<file path="src/rtl/fcpu_pkg.sv">
// Shared fcpu definitions: global-memory bus widths and the burst master FSM state type.
package fcpu_pkg;

  localparam int GMEM_ADDR_W = 32;
  localparam int GMEM_DATA_W = 64;
  localparam int ID_WIDTH    = 4;

  typedef enum logic [2:0] {
    GM_IDLE  = 3'd0,
    GM_AR    = 3'd1,
    GM_RDATA = 3'd2,
    GM_AW    = 3'd3,
    GM_WDATA = 3'd4,
    GM_BRESP = 3'd5
  } gmem_mst_st_t;

endpackage

</file>
<file path="src/rtl/gmem_burst_master.sv">
// Single-outstanding AXI burst master bridging a simple command/stream interface to global memory.
// Define GMEM_MASTER_TIMEOUT_EN to build in the response watchdog.
module gmem_burst_master
  import fcpu_pkg::*;
#(
  parameter logic [GMEM_ADDR_W-1:0] ADDR_OFFSET = 32'h1000_0000,
  parameter logic [ID_WIDTH-1:0]    MST_ID      = {ID_WIDTH{1'b0}},
  parameter int                     TIMEOUT_W   = 10
) (
  input  logic                     clk,
  input  logic                     nrst,
  input  logic                     req_valid,
  output logic                     req_ready,
  input  logic                     req_we,
  input  logic [GMEM_ADDR_W-1:0]   req_addr,
  input  logic [7:0]               req_len,
  input  logic [GMEM_DATA_W-1:0]   wd_data,
  input  logic [GMEM_DATA_W/8-1:0] wd_strb,
  input  logic                     wd_valid,
  output logic                     wd_ready,
  output logic [GMEM_DATA_W-1:0]   rd_data,
  output logic                     rd_last,
  output logic                     rd_valid,
  input  logic                     rd_ready,
  output logic                     done,
  output logic                     err,
  output logic [ID_WIDTH-1:0]      m0_arid,
  output logic [GMEM_ADDR_W-1:0]   m0_araddr,
  output logic [7:0]               m0_arlen,
  output logic [2:0]               m0_arsize,
  output logic [1:0]               m0_arburst,
  output logic                     m0_arvalid,
  input  logic                     m0_arready,
  input  logic [ID_WIDTH-1:0]      m0_rid,
  input  logic [GMEM_DATA_W-1:0]   m0_rdata,
  input  logic                     m0_rlast,
  input  logic                     m0_rvalid,
  output logic                     m0_rready,
  output logic [ID_WIDTH-1:0]      m0_awid,
  output logic [GMEM_ADDR_W-1:0]   m0_awaddr,
  output logic [7:0]               m0_awlen,
  output logic [2:0]               m0_awsize,
  output logic [1:0]               m0_awburst,
  output logic                     m0_awvalid,
  input  logic                     m0_awready,
  output logic [GMEM_DATA_W-1:0]   m0_wdata,
  output logic [GMEM_DATA_W/8-1:0] m0_wstrb,
  output logic                     m0_wlast,
  output logic                     m0_wvalid,
  input  logic                     m0_wready,
  input  logic [ID_WIDTH-1:0]      m0_bid,
  input  logic                     m0_bvalid,
  output logic                     m0_bready
);

  gmem_mst_st_t           state_q, state_d;
  logic [GMEM_ADDR_W-1:0] addr_q, addr_d;
  logic [7:0]             len_q, len_d;
  logic [7:0]             beat_q, beat_d;
  logic                   arvalid_q, arvalid_d;
  logic                   awvalid_q, awvalid_d;
  logic                   bready_q, bready_d;
  logic                   done_q, done_d;
  logic                   err_q, err_d;

  logic in_rd_s, in_wr_s, last_beat_s;
  logic ar_hs_s, r_hs_s, aw_hs_s, w_hs_s, b_hs_s, any_hs_s;
  logic wd_fire_s;

  assign in_rd_s     = (state_q == GM_RDATA);
  assign in_wr_s     = (state_q == GM_WDATA);
  assign last_beat_s = (beat_q == len_q);

  assign ar_hs_s  = arvalid_q & m0_arready;
  assign r_hs_s   = in_rd_s & m0_rvalid & rd_ready;
  assign aw_hs_s  = awvalid_q & m0_awready;
  assign w_hs_s   = in_wr_s & wd_valid & m0_wready;
  assign b_hs_s   = bready_q & m0_bvalid;
  assign any_hs_s = ar_hs_s | r_hs_s | aw_hs_s | w_hs_s | b_hs_s;

  // Data phases are zero-latency pass-throughs gated by the registered state
  assign req_ready  = (state_q == GM_IDLE);
  assign rd_valid   = in_rd_s & m0_rvalid;
  assign rd_data    = m0_rdata;
  assign rd_last    = in_rd_s & m0_rlast;
  assign m0_rready  = in_rd_s & rd_ready;
  assign m0_wvalid  = in_wr_s & wd_valid;
  assign m0_wdata   = wd_data;
  assign m0_wstrb   = wd_strb;
  assign m0_wlast   = in_wr_s & last_beat_s;
  assign wd_ready   = in_wr_s & m0_wready;

  assign m0_arid    = MST_ID;
  assign m0_araddr  = addr_q;
  assign m0_arlen   = len_q;
  assign m0_arsize  = 3'd3;
  assign m0_arburst = 2'b01;
  assign m0_arvalid = arvalid_q;
  assign m0_awid    = MST_ID;
  assign m0_awaddr  = addr_q;
  assign m0_awlen   = len_q;
  assign m0_awsize  = 3'd3;
  assign m0_awburst = 2'b01;
  assign m0_awvalid = awvalid_q;
  assign m0_bready  = bready_q;
  assign done       = done_q;
  assign err        = err_q;

`ifdef GMEM_MASTER_TIMEOUT_EN
  logic [TIMEOUT_W-1:0] wd_q, wd_d;

  // Watchdog only runs while waiting on the slave; any handshake proves it alive
  always_comb begin
    wd_d = wd_q;
    if (any_hs_s || !(in_rd_s || (state_q == GM_BRESP))) begin
      wd_d = {TIMEOUT_W{1'b0}};
    end else if (!(&wd_q)) begin
      wd_d = wd_q + {{(TIMEOUT_W-1){1'b0}}, 1'b1};
    end else begin
      wd_d = wd_q;
    end
  end

  always_ff @(posedge clk) begin
    if (nrst) begin
      wd_q <= {TIMEOUT_W{1'b0}};
    end else begin
      wd_q <= wd_d;
    end
  end

  assign wd_fire_s = (&wd_q) & (in_rd_s | (state_q == GM_BRESP));
`else
  assign wd_fire_s = 1'b0;
`endif

  always_comb begin
    state_d   = state_q;
    addr_d    = addr_q;
    len_d     = len_q;
    beat_d    = beat_q;
    arvalid_d = arvalid_q;
    awvalid_d = awvalid_q;
    bready_d  = bready_q;
    done_d    = 1'b0;
    err_d     = err_q;
    case (state_q)
      GM_IDLE: begin
        if (req_valid) begin
          addr_d = req_addr + ADDR_OFFSET;
          len_d  = req_len;
          beat_d = 8'd0;
          if (req_we) begin
            state_d   = GM_AW;
            awvalid_d = 1'b1;
          end else begin
            state_d   = GM_AR;
            arvalid_d = 1'b1;
          end
        end else begin
          state_d = GM_IDLE;
        end
      end
      GM_AR: begin
        if (ar_hs_s) begin
          state_d   = GM_RDATA;
          arvalid_d = 1'b0;
        end else begin
          arvalid_d = 1'b1;
        end
      end
      GM_RDATA: begin
        if (r_hs_s) begin
          // rlast must coincide exactly with beat len and carry our ID
          if ((m0_rid != MST_ID) || (m0_rlast != last_beat_s)) begin
            err_d = 1'b1;
          end else begin
            err_d = err_q;
          end
          if (m0_rlast) begin
            state_d = GM_IDLE;
            done_d  = 1'b1;
          end else if (beat_q != 8'hFF) begin
            beat_d = beat_q + 8'd1;
          end else begin
            beat_d = beat_q;
          end
        end else if (wd_fire_s) begin
          err_d   = 1'b1;
          state_d = GM_IDLE;
          done_d  = 1'b1;
        end else begin
          state_d = GM_RDATA;
        end
      end
      GM_AW: begin
        if (aw_hs_s) begin
          state_d   = GM_WDATA;
          awvalid_d = 1'b0;
        end else begin
          awvalid_d = 1'b1;
        end
      end
      GM_WDATA: begin
        if (w_hs_s) begin
          if (last_beat_s) begin
            state_d  = GM_BRESP;
            bready_d = 1'b1;
          end else begin
            beat_d = beat_q + 8'd1;
          end
        end else begin
          state_d = GM_WDATA;
        end
      end
      GM_BRESP: begin
        if (b_hs_s) begin
          if (m0_bid != MST_ID) begin
            err_d = 1'b1;
          end else begin
            err_d = err_q;
          end
          state_d  = GM_IDLE;
          bready_d = 1'b0;
          done_d   = 1'b1;
        end else if (wd_fire_s) begin
          err_d    = 1'b1;
          state_d  = GM_IDLE;
          bready_d = 1'b0;
          done_d   = 1'b1;
        end else begin
          bready_d = 1'b1;
        end
      end
      default: begin
        state_d   = GM_IDLE;
        arvalid_d = 1'b0;
        awvalid_d = 1'b0;
        bready_d  = 1'b0;
      end
    endcase
  end

  // Reset drops any in-flight burst; the slave must be recovered externally
  always_ff @(posedge clk) begin
    if (nrst) begin
      state_q   <= GM_IDLE;
      addr_q    <= {GMEM_ADDR_W{1'b0}};
      len_q     <= 8'd0;
      beat_q    <= 8'd0;
      arvalid_q <= 1'b0;
      awvalid_q <= 1'b0;
      bready_q  <= 1'b0;
      done_q    <= 1'b0;
      err_q     <= 1'b0;
    end else begin
      state_q   <= state_d;
      addr_q    <= addr_d;
      len_q     <= len_d;
      beat_q    <= beat_d;
      arvalid_q <= arvalid_d;
      awvalid_q <= awvalid_d;
      bready_q  <= bready_d;
      done_q    <= done_d;
      err_q     <= err_d;
    end
  end

endmodule

</file>
<file path="config.mk">
export PLATFORM = sky130hd
export DESIGN_NAME = gmem_burst_master
export DESIGN_NICKNAME = d
export VERILOG_FILES = /design/src/rtl/fcpu_pkg.sv /design/src/rtl/gmem_burst_master.sv
export SDC_FILE = /design/constraint.sdc
export NUM_CORES = 1
export LEC_CHECK = 0
export ABC_AREA = 1
export BUFFER_PORTS_ARGS = -buffer_cell sky130_fd_sc_hd__buf_2
export CAP_MARGIN = 20
export CORE_AREA = 3 3 170 172
export CTS_BUF_LIST = sky130_fd_sc_hd__clkbuf_8
export DETAILED_ROUTE_END_ITERATION = 8
export DIE_AREA = 0 0 173 175
export PLACE_DENSITY = 0.49
export SLEW_MARGIN = 20
export SYNTH_ARGS = -nofsm -noshare
export SYNTH_HDL_FRONTEND = slang
export SYNTH_SLANG_ARGS = --single-unit
export TNS_END_PERCENT = 5
</file>
<file path="constraint.sdc">
create_clock -name clk -period 3.4 [get_ports clk]
set_input_delay 0 -clock clk [delete_from_list [all_inputs] [get_ports clk]]
set_output_delay 0 -clock clk [all_outputs]
set_load 0.1 [all_outputs]
</file>
# Yosys cells after proc, flatten, opt, wreduce, memory -nomap -nowiden
# Index checks and enable logic that the tools add are counted.
# totals
reg_bits	56
ram_bits	0
n_memories	0
input_bits	196
wordCells	103
output_inout_bits	246
rom_bits	0
latchBits	0
# op_classes
n_lt_le_gt_ge	0
mux	38
n_addsub	2
n_eq_ne	24
n_bitwise	14
div_mod_pow	0
reduce_logical	16
multipliers	0
shift	0
# ops
op	n
8-bit two-way mux	6
32-bit by 29-bit adder with 32-bit output, second input constant	1
3-bit two-way mux	8
8-bit case mux with 3 select lines	1
3-bit case mux with 6 select lines	1
1-bit two-way mux	16
2-bit != test, second input constant	8
2-bit by 1-bit != test with 1-bit output, second input constant	6
4-bit OR reduction	3
1-bit bitwise AND	11
5-bit AND reduction	2
1-bit case mux with 3 select lines	3
3-bit AND reduction	3
8-bit by 1-bit adder with 8-bit output, second input constant	1
8-bit == test	1
8-bit != test, second input constant	1
4-bit nonzero test	2
7-bit AND reduction	1
3-bit by 2-bit == test with 1-bit output, second input constant	2
3-bit == test, second input constant	2
3-bit != test, second input constant	2
1-bit case mux with 2 select lines	2
3-bit by 1-bit == test with 1-bit output, second input constant	1
3-bit logical NOT	1
other kinds (7)	9

# Longest topological paths before layout
# depth
depth_word	6
ltp_mapped	12
mapped_depth_nobuf	11

# Worst setup path before layout
# No wires, ideal clock.
# synth_path
path_type	flip-flop to flip-flop
start	register state_q[2]
end	register done_q (netlist: done)
path_slack_ns	1.099
n_path_buf	0
stages_incl_launch_ff	6
t_arrival_ns	2.230
setup_ns	0.071
required_time_ns	3.329
period_less_slack_ns	2.301
path_cell_list	dfxtp_1 inv_2 nand3_4 nor2_1 nand3_1 a21oi_1
# synth_between
elab_chain_len	5
elab_cells_between_ends	6
classes_between	eq/ne (2); mux (2); bitwise (2)
# synth_lines
item	line_no	rtl
from (decl)	gmem_burst_master.sv:56	gmem_mst_st_t state_q, state_d;
from (signal assigned)	gmem_burst_master.sv:257	state_q <= state_d;
3-bit by 2-bit == test with 1-bit output	gmem_burst_master.sv:70	assign in_rd_s = (state_q == GM_RDATA);
1-bit bitwise AND	n/a	
net rd_valid	gmem_burst_master.sv:23	output logic rd_valid,
1-bit bitwise AND	gmem_burst_master.sv:75	assign r_hs_s = in_rd_s & m0_rvalid & rd_ready;
1-bit two-way mux	gmem_burst_master.sv:173	if (r_hs_s) begin
1-bit case mux with 2 select lines	gmem_burst_master.sv:147	case (state_q)
to (signal assigned)	gmem_burst_master.sv:264	done_q <= done_d;
to (decl)	gmem_burst_master.sv:63	logic done_q, done_d;
# The timed path passes the listed nets, and every way through them passes these cells.
# A chain may end at the register's enable or synchronous reset.

# Final worst setup path
# layout_path
start	register state_q[1]
end	register done_q (netlist: done)
# layout_between
elab_chain_len	5
elab_cells_between_ends	6
classes_between	eq/ne (2); mux (2); bitwise (2)
# layout_lines
item	line_no
3-bit by 2-bit == test with 1-bit output	gmem_burst_master.sv:70, gmem_burst_master.sv:147
1-bit bitwise AND (2 in a row)	gmem_burst_master.sv:75
1-bit two-way mux	gmem_burst_master.sv:173
1-bit case mux with 2 select lines *	gmem_burst_master.sv:147
# Every way passes the cells marked *; elsewhere a longest branch is shown, timed or not.

==> results.yml <==
status:
  status: "finished, final reports clean"
timing:
  fin_skew_ps: 14.9
  max_clock_freq_ghz: 0.433
  rsz0062_at_grt: "false"
  min_period_ps: 2310
  relSlewSlack_pct: 50.8
  slew_violations: 0
  whs_ps: 0.0386
  setup_viol: 0
  period_share_pct: 67.9
  fin_ws_ps: 1090
  fin_tns_setup_ps: 0
  finalHoldViolations: 0
  worst_pin_slew_ps: 737
floorplanning:
  coreArea_mm2: 0.0276
  num_rows: 61
  initial_utilization_pct: 15.0
  ios: 442
  die_area_mm2: 0.0303
  chipHeight_um: 175
  die_w_um: 173
worst_setup_path:
  regToRegSetupSlack_ps: 1090
  max_stage_delay_ps: 560
  critPathCaptureType: "register"
  critPathSlowestCell: "dlygate4sd3_1"
  critPathMostFrequentCell: "dlygate4sd3_1"
  r2r_cells: 6
  r2r_end: "done"
  crit_chain: "nand3_4 > nor2_1 > nand3_1 > dlygate4sd3_1 > a21oi_1 > dlygate4sd3_1"
  reg2reg_from: "state_q[1]"
  cp.required_ps: 3690
  startpoint: "state_q[1]"
  path_class: "register to register"
  critPathMaxFanout: 8
  worstPathArrival_ps: 2600
  critPathLaunchType: "register"
routing:
  drc_errors: 0
  drt_pre_antenna_iters: 4
  routed_wl_mm: 12.4
  drt_iter0_drc: 110
  vias_per_cell: 3.45
  wire_per_inst_um: 12.7
  final_antenna_net_count: 0
  vias: 3367
flow_run:
  drv_cap: 0
clocking:
  cts-root-buf: "clkbuf_8"
  insertion_delay_ps: 330
  cts_setup_buffers: 0
  clock_sinks: 56
  cts_buffer_depth: 2
  clk_pin_slew_ps: 110
  htreeDepth: 2
  cts_tree: "yes"
  numCtsBuffers: 5
yosys:
  synthCells: 584
  yosys_register_bits: 56
  yosys_warnings: 0
  yosysMostFrequentCell: "buf_4"
  synth_edf_count: 0
  synth_cell_types: 34
  synth.area.top_cells: "buf_4 35%, dfxtp_1 27%, nor2_1 9.2%"
  synthesis.area_mm2: 0.00416
  postSynth.asyncResetShare_pct: 0
  yosys-top-cells-count: "196 x buf_4, 102 x nor2_1, 56 x dfxtp_1"
  yosysTopAreaCellShare_pct: 35.4
  synth-seq-area-share_pct: 27.0
  ys.flop_type: "dfxtp_1"
  yosysTopAreaCell: "buf_4"
  syn-mean-instance-area_um2: 7.12
worst_hold_path:
  hp-start: "wd_data[49]"
  holdCritPathClass: "input port to primary output"
  hold_path_end: "m0_wdata[49]"
  whs_path_depth: 0
grt:
  grt_pass1_vias: 3254
  antenna_found_initial: 3
  grt_usage_pct: 7.90
  grt_pass1_wl_mm: 18.4
  grt-ovfl-total: 0
  grt_max_degree: 43
finish:
  drive_gt1_share_pct: 30.6
  syn2layout_area_growth_pct: 7.20
  final_net_count: 793
  num-fill-cells: 3246
power_and_ir_drop:
  power_leakage_nw: 2.16
  peakVddDrop_uv: 606
  p_per_area_mw_per_mm2: 1150
place:
  routabilityCongestion: 0.774
  portBuffers: 151
  dpl_worst_slack_ps: 1290
  place_hpwl_mm: 9.52
[cells by family after synthesis]
| group | share of synthesized area, % |
|---|---|
| compound gates | 9.64 |
| flops | 27.0 |
| simple gates | 20.7 |
| xor+xnor | 1.26 |
| other cells | 0.181 |
| buf+inv | 40.0 |
| fa+ha+maj | 1.20 |
[worst max-delay path: cells and delay by family, from the launching register on]
family          cells  cell delay [ps]
buf+inv             2             1110
flops               1              540
simple gates        3              480
compound gates      1              130
[power by group]
group,internal [mW],total (mW),switching [mW]
combinational,0.517,3.69,3.18
clock,0.143,0.386,0.243
sequential,0.847,1.05,0.202
total,1.51,5.13,3.62
[per-stage QoR]
stage	total power [mW]	utilization, %	cells	instance area [um2]
floorplan	5.13	-	600	4220
global placement	4.75	14.2	921	3930
detailed placement	4.75	14.2	921	3930
CTS	5.21	16.1	972	4450
global route	5.39	16.1	973	4450
finish	5.13	16.1	975	4450
[worst max path at each step]
stage	endpoint	slack (ps)	depth (start not counted)
global route	done	930	7
detailed placement	m0_arlen[1]	1290	7
CTS	done	1100	6
floorplan	done	1100	5
finish	done	1090	6
global placement	m0_arlen[1]	1310	7
[placed cells by master (no fill, tap or decap), types with 3 or more instances in the layout]
cell type	instances
a21oi_1	21
buf_2	151
clkbuf_8	5
conb_1	18
dfxtp_1	56
diode_2	3
dlygate4sd3_1	43
ha_1	4
inv_1	29
inv_2	7
nand2_1	49
nand2_2	3
nand3_1	19
nor2_1	102
nor2_4	5
nor3_1	4
o21ai_0	46
o21ai_1	5
xnor2_1	4
[cell type report]
type	instances	area [um2]	area share, %
Multi-Input combinational cell	299	1430	32.1
Timing Repair Buffer	196	1200	27.0
Sequential cell	56	1120	25.2
Tap cell	378	473	10.6
Inverter	35	136	3.06
Clock buffer	5	68.8	1.54
Clock inverter	3	16.3	0.365
Antenna cell	3	7.51	0.169
[registers in the layout (all words and copies together) (netlist names)]
signal      count
m0_arvalid      1
beat_q          8
m0_araddr      32
done            1
state_q         3
m0_awvalid      1
err             1
m0_bready       1
m0_arlen        8
[per-layer routing]
| metal | routed length [um] | up-vias | part of all wire, % | track usage (%) |
|---|---|---|---|---|
| met4 | 657 | 0 | 5.3 | 5.64 |
| met5 | 0 | - | 0 | 0 |
| met1 | 4710 | 1487 | 38 | 8.15 |
| met3 | 1130 | 62 | 9.1 | 2.82 |
| li1 | - | 1643 | - | - |
| met2 | 5890 | 175 | 48 | 13.4 |
[what timing repair did]
item	in CTS	in global routing
gates resized for setup	0	0
hold buffers	43	0
endpoints found under the hold margin	46	0
No activity file was read; power rests on OpenSTA's default activity.
